`config.mk`:
```
export PLATFORM = sky130hd
export DESIGN_NAME = axis_uart_tx_arbiter
export DESIGN_NICKNAME = d
export VERILOG_FILES = /design/src/rtl/axis_uart_tx_arbiter.sv
export SDC_FILE = /design/constraint.sdc
export NUM_CORES = 1
export LEC_CHECK = 0
export ABC_AREA = 1
export ABC_CLOCK_PERIOD_IN_PS = 1500
export CORE_MARGIN = 2
export CORE_UTILIZATION = 34
export CTS_CLUSTER_SIZE = 16
export DETAILED_ROUTE_END_ITERATION = 12
export PLACE_DENSITY_LB_ADDON = 0.15
export SYNTH_ARGS = -nofsm -noshare
export SYNTH_HDL_FRONTEND = slang
export SYNTH_SLANG_ARGS = --single-unit
```
`constraint.sdc`:
```
create_clock -name clk -period 1.5 [get_ports clk]
set_input_delay 0.3 -clock clk [delete_from_list [all_inputs] [get_ports clk]]
set_output_delay 0.3 -clock clk [all_outputs]
set_load 0.05 [all_outputs]
```
`src/rtl/axis_uart_tx_arbiter.sv`:
```
// axis_uart_tx_arbiter
// Packet-level round-robin arbiter that merges NUM_SRC AXI-Stream byte sources
// onto the single UART TX FIFO slave port. A grant is held until the granted
// source's tlast beat is accepted, so packets never interleave on the line.
// Optional feature macro: AXIS_ARB_HDR_EN -- when defined, each packet is
// preceded by one header beat carrying the granted source index.
module axis_uart_tx_arbiter #(
    parameter int NUM_SRC = 4,
    parameter int WIDTH   = 8
) (
    input  logic                       clk,
    input  logic                       rst,
    input  logic [NUM_SRC*WIDTH-1:0]   s_axis_data,
    input  logic [NUM_SRC-1:0]         s_axis_valid,
    input  logic [NUM_SRC-1:0]         s_axis_last,
    output logic [NUM_SRC-1:0]         s_axis_ready,
    output logic [WIDTH-1:0]           m_axis_data,
    output logic                       m_axis_valid,
    output logic                       m_axis_last,
    input  logic                       m_axis_ready,
    output logic [$clog2(NUM_SRC)-1:0] grant_id,
    output logic                       busy
);
    localparam int IW = $clog2(NUM_SRC);

`ifdef AXIS_ARB_HDR_EN
    typedef enum logic [1:0] {S_IDLE, S_HDR, S_PASS} state_t;
`else
    typedef enum logic [1:0] {S_IDLE, S_PASS} state_t;
`endif

    state_t                         state, state_nxt;
    logic [IW-1:0]                  grant, grant_nxt;
    logic [IW-1:0]                  last_grant, last_grant_nxt;
    logic [IW-1:0]                  winner, win_hi, win_lo;
    logic                           found_hi;
    logic [NUM_SRC-1:0][WIDTH-1:0]  src_data;

    // Per-source view of the flat data bus so the mux indexes by grant directly
    assign src_data = s_axis_data;

    // Round-robin pick: lowest valid index above last_grant, else lowest valid overall
    always_comb begin
        win_hi   = '0;
        win_lo   = '0;
        found_hi = 1'b0;
        for (int i = NUM_SRC - 1; i >= 0; i--) begin
            if (s_axis_valid[i]) begin
                if (i > int'(last_grant)) begin
                    win_hi   = IW'(i);
                    found_hi = 1'b1;
                end else begin
                    win_lo = IW'(i);
                end
            end
        end
        winner = found_hi ? win_hi : win_lo;
    end

    // State, grant and round-robin pointer registers
    always_ff @(posedge clk) begin
        if (rst) begin
            state      <= S_IDLE;
            grant      <= '0;
            last_grant <= IW'(NUM_SRC - 1);
        end else begin
            state      <= state_nxt;
            grant      <= grant_nxt;
            last_grant <= last_grant_nxt;
        end
    end

    // Next-state logic and the zero-latency output mux
    always_comb begin
        state_nxt      = state;
        grant_nxt      = grant;
        last_grant_nxt = last_grant;
        s_axis_ready   = '0;
        m_axis_data    = '0;
        m_axis_valid   = 1'b0;
        m_axis_last    = 1'b0;
        case (state)
            S_IDLE: begin
                if (|s_axis_valid) begin
                    grant_nxt = winner;
`ifdef AXIS_ARB_HDR_EN
                    state_nxt = S_HDR;
`else
                    state_nxt = S_PASS;
`endif
                end
            end
`ifdef AXIS_ARB_HDR_EN
            S_HDR: begin
                m_axis_data  = WIDTH'(grant);
                m_axis_valid = 1'b1;
                if (m_axis_ready) begin
                    state_nxt = S_PASS;
                end
            end
`endif
            S_PASS: begin
                m_axis_data         = src_data[grant];
                m_axis_valid        = s_axis_valid[grant];
                m_axis_last         = s_axis_last[grant];
                s_axis_ready[grant] = m_axis_ready;
                // Grant is released only on the accepted tlast beat
                if (s_axis_valid[grant] && s_axis_last[grant] && m_axis_ready) begin
                    last_grant_nxt = grant;
                    state_nxt      = S_IDLE;
                end
            end
            default: state_nxt = S_IDLE;
        endcase
    end

    assign grant_id = grant;
    assign busy     = (state != S_IDLE);

endmodule

```
==> results.yml <==
grt:
  grt_overflow_total: 0
  track_usage_pct: 31.4
  grt_max_degree: 23
  grt_pass1_wl_mm: 6.39
  grt_pass1_vias: 1324
  antenna_found_initial: 0
yosys:
  ys.flop_type: "dfxtp_1"
  ys_seq_area_share_pct: 12.6
  async_flop_share_pct: 0
  synth_edf_count: 0
  ys_types: 22
  syn_nets: 166
  ys_warn_count: 0
  syn_area_per_cell_sq_um: 6.44
  synth_cells: 123
  syn_area_sq_um: 792
  synth-seq-cells: 5
critical_path:
  reg2reg_depth: 9
  endpoint_kind: "output pin"
  reg2reg_from: "grant_id[0]"
  reg2reg_to: "last_grant[0]"
  crit_fanout: 13
  crit_type: "reg -> out"
  regToRegSetupSlack_ps: -90
  worst_ep_arrival_time_ps: 1490
  worstPathRequired_ps: 1200
  start_kind: "flip-flop"
placement:
  portBuffers: 59
  dp_cells: 220
  hpwl_mm: 2.53
  place.gp.congestion: 0.805
timing:
  setup_viol: 18
  tightest_slew_ps: 268
  skew_ps: 6.75
  rsz0062_at_grt: "yes"
  maxSlewViolCount: 0
  slew_headroom_pct: 82.2
  fin_crit_ps: 1790
  hold_viol: 0
  fin_ws_ps: -285
  fmax_ghz: 0.560
  fin_crit_sh_pct: 119
power_and_ir_drop:
  comb_power_share_pct: 72.7
  ir_drop_uv: 547
  p_int_mw: 0.675
  pwr-share-seq_pct: 13.5
  leakagePower_nw: 0.808
  switchingPower_mw: 0.575
  clock_power_share_pct: 13.8
  power_density_nw_per_um2: 595
  swShare_pct: 46.0
finish:
  final_core_util_pct: 94.9
  nNetsFinal: 245
  synthToLayoutAreaGrowth_pct: 165
  drive_above_1_share_pct: 46.3
  fin_cells: 229
  n_antenna_cell: 0
die:
  die_x_um: 52.3
  start_util_pct: 35.8
  rows: 17
  die_y_um: 52.3
  top_level_ports: 60
  die-area_sq_um: 2730
  core_sq_um: 2210
drt:
  ant_nets: 0
  drt_iter0_drc: 91
  num_vias: 1410
  vias_per_cell: 6.16
  wirelength_mm: 5.44
  wl_per_cell_um: 23.8
  drtPass1Iterations: 4
  drc: 0
run_status:
  violations: "setup timing"
  outcome: "finished with violations"
job:
  drv_cap: 0
cts:
  cts_root_buf: "clkbuf_4"
  cts_inserted_buffers: 3
  cts_hold_buf: 0
  cts-root-to-sink-buffers: 2
  path_clk_slew_ps: 60
  htreeDepth: 1
  clock_latency_ps: 250
  cts_sinks: 5
  cts_tree: "done"
min_path:
  hp-start: "last_grant[1]"
  hold_depth: 2
  worstHoldPathType: "reg -> reg"
  min_to: "last_grant[1]"
## critical path, stage by stage, from the launching register on
cell and delay, ps:
dfxtp_4 420, buf_8 170, nand2_1 80, nand2_1 130
nand2_2 100, a21oi_4 180, buf_12 150
## per-layer routing
layer	track usage [%]	share of wire [%]	wire length [um]
met4	13.7	6.1	334
met3	6.00	9.0	491
met1	35.3	35	1920
met2	57.0	49	2690
met5	0	0	0
## cells in the mapped netlist (2+ instances only)
cell	instances	area, sq um
a21oi_1	4	20.0
a41oi_2	7	114
buf_2	3	15.0
buf_4	2	15.0
buf_6	3	33.8
dfxtp_1	5	100
inv_1	7	26.3
inv_2	3	11.3
nand2_1	29	109
nand2_2	3	18.8
nand3_1	38	190
nand4_1	3	18.8
nor2_1	5	18.8
nor3_1	2	10.0
nor3_2	2	20.0
## power by group through the flow
| stage | Combinational (mW) | Clock [mW] | Sequential [mW] |
|---|---|---|---|
| 6_report | 0.909 | 0.173 | 0.168 |
| 3_5_place_dp | 0.780 | 0 | 0.156 |
| 3_3_place_gp | 0.764 | 0 | 0.155 |
| 5_1_grt | 0.933 | 0.181 | 0.169 |
| 4_1_cts | 0.829 | 0.155 | 0.163 |
| 2_1_floorplan | 0.407 | 0 | 0.179 |
## cells by family after synthesis
logic type | count (synthesis) | share of synthesized area [%]
buffers and inverters | 19 | 15.3
AOI/OAI and AO/OA | 14 | 19.7
and+or+nand+nor | 85 | 52.3
DFF | 5 | 12.6
## state kept, by name, indices dropped and copies added, names as in the netlist
signal,count
grant_id,2
last_grant,2
state,1
## stage by stage
| stage | hold slack, ps | setup TNS [ps] | worst slack, ps | total power [mW] | instance area (sq um) |
|---|---|---|---|---|---|
| final | 573 | -2890 | -285 | 1.25 | 2100 |
| after global placement | 495 | -1870 | -147 | 0.919 | 1850 |
| after CTS | 541 | -1600 | -148 | 1.15 | 2000 |
| after detailed placement | 521 | -2360 | -185 | 0.936 | 1850 |
| after global routing | 582 | -3460 | -308 | 1.28 | 2100 |
| after floorplan | 359 | -683 | -71.1 | 0.586 | 1010 |
## layout by cell type, fill, tap and decap left out, drive strengths merged
master,netlist,layout
clkbuf,0,5
dfxtp,5,5
buf,9,40
a41oi,8,8
inv,10,9
clkinv,0,1
nand3b,1,1
a21oi,5,5
nor2,5,5
nand3,39,39
o21ai,1,1
nand2,33,33
nor3,4,4
clkdlybuf4s50,0,42
nand4,3,3
## cell type report
class / instances / area [sq um]
inverters: 10 / 57.6
multi-input cells: 99 / 848
clock buffers: 4 / 26.3
flip-flops and latches: 5 / 111
repair buffers: 83 / 1020
well taps: 28 / 35.0
fillers: 57 / 113
## how the worst max path moves through the flow
| stage | cells after the start | slack [ps] | endpoint | startpoint |
|---|---|---|---|---|
| 2_1_floorplan | 4 | -70 | m_axis_data[1] | grant_id[0] |
| 3_3_place_gp | 4 | -150 | s_axis_ready[0] | m_axis_ready |
| 3_5_place_dp | 4 | -190 | s_axis_ready[3] | m_axis_ready |
| 4_1_cts | 4 | -150 | m_axis_data[5] | grant_id[1] |
| 5_1_grt | 6 | -310 | m_axis_valid | grant_id[0] |
| 6_report | 6 | -290 | m_axis_valid | grant_id[0] |
## repair_timing
action,4_1_cts,5_1_grt
pin swaps,6,3
gates cloned,1,1
setup buffers,3,0
setup endpoints to repair,16,17
resized for setup,22,16
Note: power is estimated with default switching activity, not from simulation.
